`config.mk`:
```
export PLATFORM = sky130hd
export DESIGN_NAME = mvm_stream_master
export DESIGN_NICKNAME = d
export VERILOG_FILES = /design/src/rtl/mvm_stream_master.sv
export SDC_FILE = /design/constraint.sdc
export NUM_CORES = 1
export LEC_CHECK = 0
export CAP_MARGIN = 15
export CORE_MARGIN = 2
export CORE_UTILIZATION = 40
export DETAILED_ROUTE_END_ITERATION = 12
export HOLD_SLACK_MARGIN = 0.12
export PLACE_DENSITY = 0.62
export SYNTH_ARGS = -nofsm -noshare
export SYNTH_HDL_FRONTEND = slang
export SYNTH_SLANG_ARGS = --single-unit
```
`constraint.sdc`:
```
create_clock -name clk -period 4.3 [get_ports clk]
set_clock_uncertainty 0.1 [all_clocks]
set_input_delay 0.43 -clock clk [delete_from_list [all_inputs] [get_ports clk]]
set_output_delay 0.43 -clock clk [all_outputs]
set_load 0.02 [all_outputs]
```
`src/rtl/mvm_stream_master.sv`:
```
// Host-side master for the 3x3 matrix-vector MAC: streams a 12-byte frame, collects 3 results.
// Optional receive watchdog enabled by defining MVM_STREAM_MASTER_TIMEOUT_EN.
module mvm_stream_master #(
  parameter int DATA_W         = 8,
  parameter int RES_W          = 16,
  parameter int N_MAT          = 9,
  parameter int N_VEC          = 3,
  parameter int TIMEOUT_CYCLES = 1024
) (
  input  logic              clk,
  input  logic              reset,
  input  logic              cfg_we,
  input  logic [3:0]        cfg_addr,
  input  logic [DATA_W-1:0] cfg_wdata,
  input  logic              start,
  output logic              tx_valid,
  input  logic              tx_ready,
  output logic [DATA_W-1:0] tx_data,
  input  logic              rx_valid,
  output logic              rx_ready,
  input  logic [RES_W-1:0]  rx_data,
  input  logic [1:0]        res_addr,
  output logic [RES_W-1:0]  res_rdata,
  output logic              busy,
  output logic              done,
  output logic              err
);

  localparam int N_TOT = N_MAT + N_VEC;
  localparam logic [3:0] TX_LAST = 4'(N_TOT - 1);
  localparam logic [3:0] TX_END  = 4'(N_TOT);
  localparam logic [1:0] RX_LAST = 2'(N_VEC - 1);
  localparam logic [1:0] RX_END  = 2'(N_VEC);

  typedef enum logic [1:0] {IDLE, SEND, RECV, DONE} state_t;

  state_t            state;
  logic [3:0]        tx_idx;
  logic [1:0]        rx_idx;
  logic [DATA_W-1:0] frame_buf [N_TOT];
  logic [RES_W-1:0]  res [N_VEC];

`ifdef MVM_STREAM_MASTER_TIMEOUT_EN
  localparam int CW = $clog2(TIMEOUT_CYCLES + 1);
  localparam logic [CW-1:0] TO_LAST = CW'(TIMEOUT_CYCLES - 1);
  logic [CW-1:0] to_cnt;
  logic          err_q;
  assign err = err_q;
`else
  // Without the watchdog the flag can never be raised; the parameter only feeds this constant.
  assign err = (TIMEOUT_CYCLES < 0);
`endif

  // The buffer is host-owned storage and deliberately survives reset.
  always_ff @(posedge clk) begin
    if (cfg_we && state == IDLE && cfg_addr < TX_END)
      frame_buf[cfg_addr] <= cfg_wdata;
  end

  assign tx_data   = (tx_idx < TX_END) ? frame_buf[tx_idx] : '0;
  assign res_rdata = (res_addr < RX_END) ? res[res_addr] : '0;

  always_ff @(posedge clk) begin
    if (!reset) begin
      state    <= IDLE;
      tx_valid <= 1'b0;
      rx_ready <= 1'b0;
      busy     <= 1'b0;
      done     <= 1'b0;
      tx_idx   <= '0;
      rx_idx   <= '0;
      for (int i = 0; i < N_VEC; i++) res[i] <= '0;
`ifdef MVM_STREAM_MASTER_TIMEOUT_EN
      to_cnt   <= '0;
      err_q    <= 1'b0;
`endif
    end else begin
      done <= 1'b0;
      case (state)
        IDLE: if (start) begin
          state    <= SEND;
          tx_valid <= 1'b1;
          busy     <= 1'b1;
          tx_idx   <= '0;
          rx_idx   <= '0;
`ifdef MVM_STREAM_MASTER_TIMEOUT_EN
          err_q    <= 1'b0;
`endif
        end
        SEND: if (tx_valid && tx_ready) begin
          tx_idx <= tx_idx + 4'd1;
          if (tx_idx == TX_LAST) begin
            state    <= RECV;
            tx_valid <= 1'b0;
            rx_ready <= 1'b1;
`ifdef MVM_STREAM_MASTER_TIMEOUT_EN
            to_cnt   <= '0;
`endif
          end
        end
        RECV: begin
          if (rx_valid && rx_ready) begin
            res[rx_idx] <= rx_data;
            rx_idx      <= rx_idx + 2'd1;
`ifdef MVM_STREAM_MASTER_TIMEOUT_EN
            to_cnt      <= '0;
`endif
            if (rx_idx == RX_LAST) begin
              state    <= DONE;
              rx_ready <= 1'b0;
              busy     <= 1'b0;
              done     <= 1'b1;
            end
          end
`ifdef MVM_STREAM_MASTER_TIMEOUT_EN
          else if (to_cnt == TO_LAST) begin
            state    <= DONE;
            rx_ready <= 1'b0;
            busy     <= 1'b0;
            done     <= 1'b1;
            err_q    <= 1'b1;
          end else begin
            to_cnt <= to_cnt + 1'b1;
          end
`endif
        end
        default: state <= IDLE;
      endcase
    end
  end

endmodule

```
==> impl_results.md, run 1 <==
- Status: finished, final reports clean
- CP max FO: 16
- Die area: approximately 18000 sq um
- Drt wl/cell: 17.8 um
- Final core occ: 49.4%
- Register-to-Register Path Depth: 7
- Dpl hpwl: roughly 8.9 mm
- FF+latch area: roughly 4600 sq um
- First-pass GRT wire length: 20.8 mm
- Top cell type's share of synthesized area: 64.1%
- Clk_lat worst skew: 0.42 ns
- Starting Density: 40.8%
- Area post-placement: between 7000 and 8000 sq um
- Dpl cells: between 700 and 800
- Sequential share of power: 47.9%
- R2R Setup Slk: 1.88 ns
- Synth cell count leaders: edfxtp_1 (144), and3_1 (35), nand2_1 (30)
- Syn Nets: around 480
- Most common cell in the synthesized netlist: edfxtp_1
- Critical Path RT: 3.77 ns
- Post-synth EDFFs: about 140
- Antenna Diode Count: 0
- Port Buffers: 63
- Worst-Margin Slew: approximately 0.98 ns
- Non-Filler Instances: ~740
- DR DRC count: 0
- Min-delay src: busy
- Placer Congestion: ~0.75
- Crit path cell chain: mux4_2 -> o22ai_1 -> nor3_1 -> clkdlybuf4s50_1
- Share of cells above drive strength 1: 13.6%
- Vias per cell: slightly above 5
- Die W: approximately 130 um
- Ys async rst share: 0%
- Synth cell types: 38
- Multi-input gate area: 1930 sq um
- Max stage delay on crit path: 0.85 ns
- Fill count: 1374
- Crit path depth: 4
- Switching Share: 25.5%
- Ranking of synthesized cells by area: edfxtp_1 (64%), mux4_2 (7.7%), dfxtp_1 (4.7%)
- CTS Buffer Depth: 2
- First-pass DRT Iterations: 4
- Sequential area share after synthesis: about 70%
- GR Overflow Total: 0
- Io pins: 65
- Tmin final: 3.28 ns
- Power density cells: 456 nW/um^2
- Number of CTS-inserted buffers: 17
- Clock net sink count: 160
- Most used DFF post-synth: edfxtp_1
- Root Buffer: clkbuf_16
- Post-Syn Instances: 435
- Rows: 47
- Maximum clock rate: 305 MHz
- Number of H-tree levels: 4
- Post_cts resized: 0
- Max-Cap Viols: 0
- Mean area per synthesized cell: about 16 sq um
- Slew Limit Fails: 0
- Final Cycle Share: around three quarters
- End of the worst hold path: busy
- Hold crit path type: reg -> reg
- Worst r2r dst: res[0][11]
- Worst setup SP type: flop
- Static leakage: about 2.9 nW
- Vias: 3793
- Yosys warns: 0
- Core Box Area: 16500 sq um
- # hold bufs at CTS: 0
- Final Hold Viols: 0
- RSZ-0062 raised after global routing: no
- Arrival @ worst endpoint: 2.75 ns
- TritonCTS clock tree: done
- Clock network power share: 39.1%
- Postcts setup bufs: 0
- Comb pwr share: 12.9%
- Pint: 2.77 mW
- Setup violations, final: 0
- Worst-path clk slew: ~0.060 ns
- Area Overhead vs Synth: 21.1%
- Total GRT Usage: 15.4%
- CP delay by family, top: flip-flops
- Area leader, netlist: edfxtp_1
- WL final: 13.1 mm
- Vias in the first global route: 3885
- Antenna violations before repair: 0
- WHS Path Cells: 2
- Detail Route Antenna Nets: 0
- Slowest library cell on the worst path: dfxtp_1
- Final net count: 548
- Design Area, Final: 8170 sq um
- Worst VDD drop: between 300 and 400 uV
- Setup TNS: 0 ns
- Sw Pwr: approximately 0.95 mW
- Yosys reg bits: 160
- Largest net degree at the start of global routing: 35
- RR Startpoint: state[0]
- Area of the mapped netlist: 6740 sq um
- Critical path type: reg -> out
- Die span in y: 134 um
- DR iter-0 viols: around 170
- CP Buf/Inv Count: 1
- CP Capture Type: primary output
- Worst slew margin: 34.4%
==> layout make-up <==
cell class	instances	share of cell area, %
clock buffer	17	5.21
tap	220	3.37
timing repair buffer	74	8.73
sequential	160	56.9
clock inverter	15	1.90
multi-input combinational	243	23.6
inverter	6	0.276
==> layout by cell type, fill, tap and decap left out, types with 8 or more instances in the layout <==
| cell | Yosys | layout |
|---|---|---|
| edfxtp_1 | 144 | 144 |
| clkdlybuf4s50_1 | 0 | 63 |
| nor3_1 | 14 | 14 |
| dfxtp_1 | 16 | 16 |
| buf_4 | 2 | 11 |
| mux2i_1 | 21 | 21 |
| nor2_1 | 13 | 13 |
| and3_1 | 35 | 35 |
| o21ai_0 | 18 | 18 |
| and2_1 | 17 | 17 |
| nand2_1 | 30 | 30 |
| ha_1 | 10 | 10 |
| nor2b_1 | 14 | 14 |
| o22ai_1 | 8 | 8 |
| clkbuf_16 | 0 | 17 |
| mux4_2 | 23 | 23 |
==> stage by stage <==
step | worst slack (ns) | power (mW) | hold WS, ns
3_5_place_dp | 1.10 | 2.30 | 0.399
5_1_grt | 0.907 | 3.87 | 0.443
2_1_floorplan | 2.16 | 2.11 | 0.372
3_3_place_gp | 1.17 | 2.29 | 0.381
6_report | 1.02 | 3.72 | 0.406
4_1_cts | 0.959 | 3.76 | 0.417
==> tightest hold or removal path: stages, from the launching register on <==
cell and delay, ns:
dfxtp_1 0.32, o21ai_0 0.07, a21boi_0 0.07
==> how the worst max path moves through the flow <==
| stage | startpoint | end |
|---|---|---|
| after detailed placement | res_addr[0] | res_rdata[10] |
| after CTS | flop | tx_data[7] |
| after global routing | flop | tx_data[7] |
| after floorplan | state[0] | res[0][0] |
| after global placement | res_addr[0] | res_rdata[11] |
| final | flop | tx_data[6] |
==> power groups by stage <==
stage / logic (mW) / registers [mW] / clock network, mW
6_report: 0.481 / 1.78 / 1.46
5_1_grt: 0.529 / 1.79 / 1.55
4_1_cts: 0.488 / 1.78 / 1.49
3_5_place_dp: 0.486 / 1.82 / 0
3_3_place_gp: 0.472 / 1.81 / 0
2_1_floorplan: 0.300 / 1.81 / 0
==> cell families after synthesis <==
group           count (synthesis)  share of synthesized area [%]
other cells                     1                         0.0556
simple gates                  144                           11.6
flops                         160                           68.9
compound gates                 43                           3.91
buf+inv                        32                           2.52
fa+ha+maj                      10                           1.86
mux                            45                           11.2
==> state kept, by name, summed over array words and instances, names as in the netlist, 2 cells and up, named ones only <==
| register | count |
|---|---|
| tx_idx | 4 |
| rx_idx | 2 |
| frame_buf | 96 |
| state | 2 |
| res | 48 |
==> per-layer routing <==
metal  GRT usage, %  vias up  wire, um
li1               -     1794         -
met1           20.2     1888      5960
met2           25.1       93      6380
met3           3.44       18       544
met4           6.03        0       212
met5              0        -         0
No activity file was read; power rests on OpenSTA's default activity.
==> run 2, diff against run 1 <==
==> constraint.sdc (replaced) <==
create_clock -name clk -period 3.4 [get_ports clk]
set_clock_uncertainty 0.1 [all_clocks]
set_input_delay 0.34 -clock clk [delete_from_list [all_inputs] [get_ports clk]]
set_output_delay 0.34 -clock clk [all_outputs]
set_load 0.02 [all_outputs]
==> run 2 against run 1 <==
Power is 29% higher. Flip-flop and latch count did not move. Worst setup slack got worse by 0.65 ns. Utilization grew 0.55 points. Count of clock-buffer cells in the layout unchanged. Register-to-register slack got worse by 0.91 ns. Highest routed layer unchanged.
==> impl_results.md, run 2 (synthesis results as in run 1) <==
- Sw Pwr: roughly 1.3 mW
- Die W: between 100 and 150 um
- Final Hold Viols: 0
- Arrival @ worst endpoint: 2.60 ns
- Die span in y: roughly 130 um
- Tmin final: a little over 3 ns
- Worst-path clk slew: 0.07 ns
- Slowest library cell on the worst path: dfxtp_1
- Die area: 17900 sq um
- Sequential share of power: 47.1%
- Postcts setup bufs: 0
- Worst slew margin: between 30% and 40%
- Power density cells: 579 nW/um^2
- Hold crit path type: reg -> reg
- GR Overflow Total: 0
- Register-to-Register Path Depth: 7
- TritonCTS clock tree: done
- Number of H-tree levels: 4
- Vias per cell: 5.27
- Max reg flops: 96
- Final net count: 556
- Starting Density: 40.8%
- Maximum clock rate: about 330 MHz
- Clock network power share: around two fifths
- Comb pwr share: 13.0%
- Core Box Area: 16500 sq um
- CP max FO: 11
- Clk_lat worst skew: 0.42 ns
- # hold bufs at CTS: 0
- Largest regs: frame_buf (96), res (48), tx_idx (4)
- Largest net degree at the start of global routing: 25
- Max stage delay on crit path: 0.69 ns
- CTS Buffer Depth: 2
- Worst VDD drop: approximately 360 uV
- Static leakage: 2.95 nW
- Clock net sink count: 160
- Area Overhead vs Synth: 22.4%
- RSZ-0062 raised after global routing: no
- Total GRT Usage: 15.9%
- Vias in the first global route: 4048
- Detail Route Antenna Nets: 0
- Antenna Diode Count: 0
- Commonest non-fill, non-tap cell in the layout: edfxtp_1
- CP endpoint: tx_data[5]
- Rows: between 40 and 50
- Vias: 3917
- Status: finished, final reports clean
- Most frequent cells in the layout: edfxtp_1 (144), clkdlybuf4s50_1 (63), and3_1 (35)
- Drt wl/cell: 18.4 um
- Worst setup SP type: flop
- Number of CTS-inserted buffers: 17
- Root Buffer: clkbuf_16
- First-pass GRT wire length: about 22 mm
- R2R Setup Slk: 0.97 ns
- WL final: 13.6 mm
- DR iter-0 viols: 284
- Critical Path RT: between 2 and 3 ns
- Switching Share: between 20 and 30%
- CP Capture Type: primary output
- RR Startpoint: state[0]
- Reg with most FFs: frame_buf
- DR DRC count: 0
- Slew Limit Fails: 0
- Io pins: 65
- Pint: 3.48 mW
- Setup TNS: 0 ns
- Antenna violations before repair: 0
- Setup violations, final: 0
- Port Buffers: 63
- Final Cycle Share: 89.3%
- Crit path cell chain: buf_4 -> mux4_2 -> o22ai_1 -> nor3_1 -> clkdlybuf4s50_1
- Worst-Margin Slew: slightly above 0.9 ns
- Worst r2r dst: res[0][7]
- Critical path type: reg -> out
- Share of cells above drive strength 1: between 10% and 20%
- Max-Cap Viols: 0
- Placer Congestion: 0.788
- Post_cts resized: 0
- Final core occ: 50.0%
- Dpl hpwl: 9.09 mm
- First-pass DRT Iterations: 4
[run 2: layout make-up]
type | count | area [sq um]
fill | 1403 | 8270
timing repair buffer | 82 | 773
clock buffer | 17 | 425
tap | 220 | 275
sequential | 160 | 4640
clock inverter | 15 | 185
inverter | 6 | 22.5
multi-input combinational | 243 | 1930
[run 2: power groups by stage]
stage	combinational (mW)	clock (mW)	sequential, mW
final	0.622	1.91	2.25
after global placement	0.611	0	2.29
after CTS	0.627	1.95	2.25
after floorplan	0.379	0	2.29
after detailed placement	0.626	0	2.29
after global routing	0.678	2.03	2.26
[run 2: how the worst min path moves through the flow]
stage,start,to,slack [ns],depth (start not counted)
floorplan,cfg_wdata[0],frame_buf[0][0],0.34,0
global placement,rx_idx[1],rx_idx[1],0.38,2
detailed placement,busy,busy,0.40,2
CTS,rx_idx[1],rx_idx[1],0.41,2
global route,rx_idx[1],rx_idx[1],0.43,2
finish,rx_idx[1],rx_idx[1],0.42,2
[run 2: per-stage QoR]
stage | cells | area (sq um) | hold WS [ns] | setup WS (ns) | total power, mW
after global placement | 711 | 7640 | 0.381 | 0.767 | 2.90
after detailed placement | 711 | 7640 | 0.401 | 0.675 | 2.92
after global routing | 743 | 8260 | 0.435 | 0.248 | 4.96
after floorplan | 435 | 6740 | 0.339 | 1.26 | 2.67
after CTS | 743 | 8260 | 0.413 | 0.342 | 4.83
final | 743 | 8260 | 0.418 | 0.362 | 4.78
[run 2: critical path, delay by kind of cell (launching register included)]
family	cells	cell delay, ns
flip-flops	1	0.69
buffers and inverters	2	0.93
AO/OA/AOI/OAI	1	0.09
multiplexers	1	0.20
AND/OR/NAND/NOR	1	0.26
[run 2: layer usage]
layer | GRT usage [%] | up-vias | share of wire, %
met2 | 25.3 | 97 | 49
met3 | 3.29 | 11 | 3.8
met1 | 21.8 | 1994 | 46
li1 | - | 1815 | -
met4 | 5.85 | 0 | 0.82
met5 | 0 | - | 0
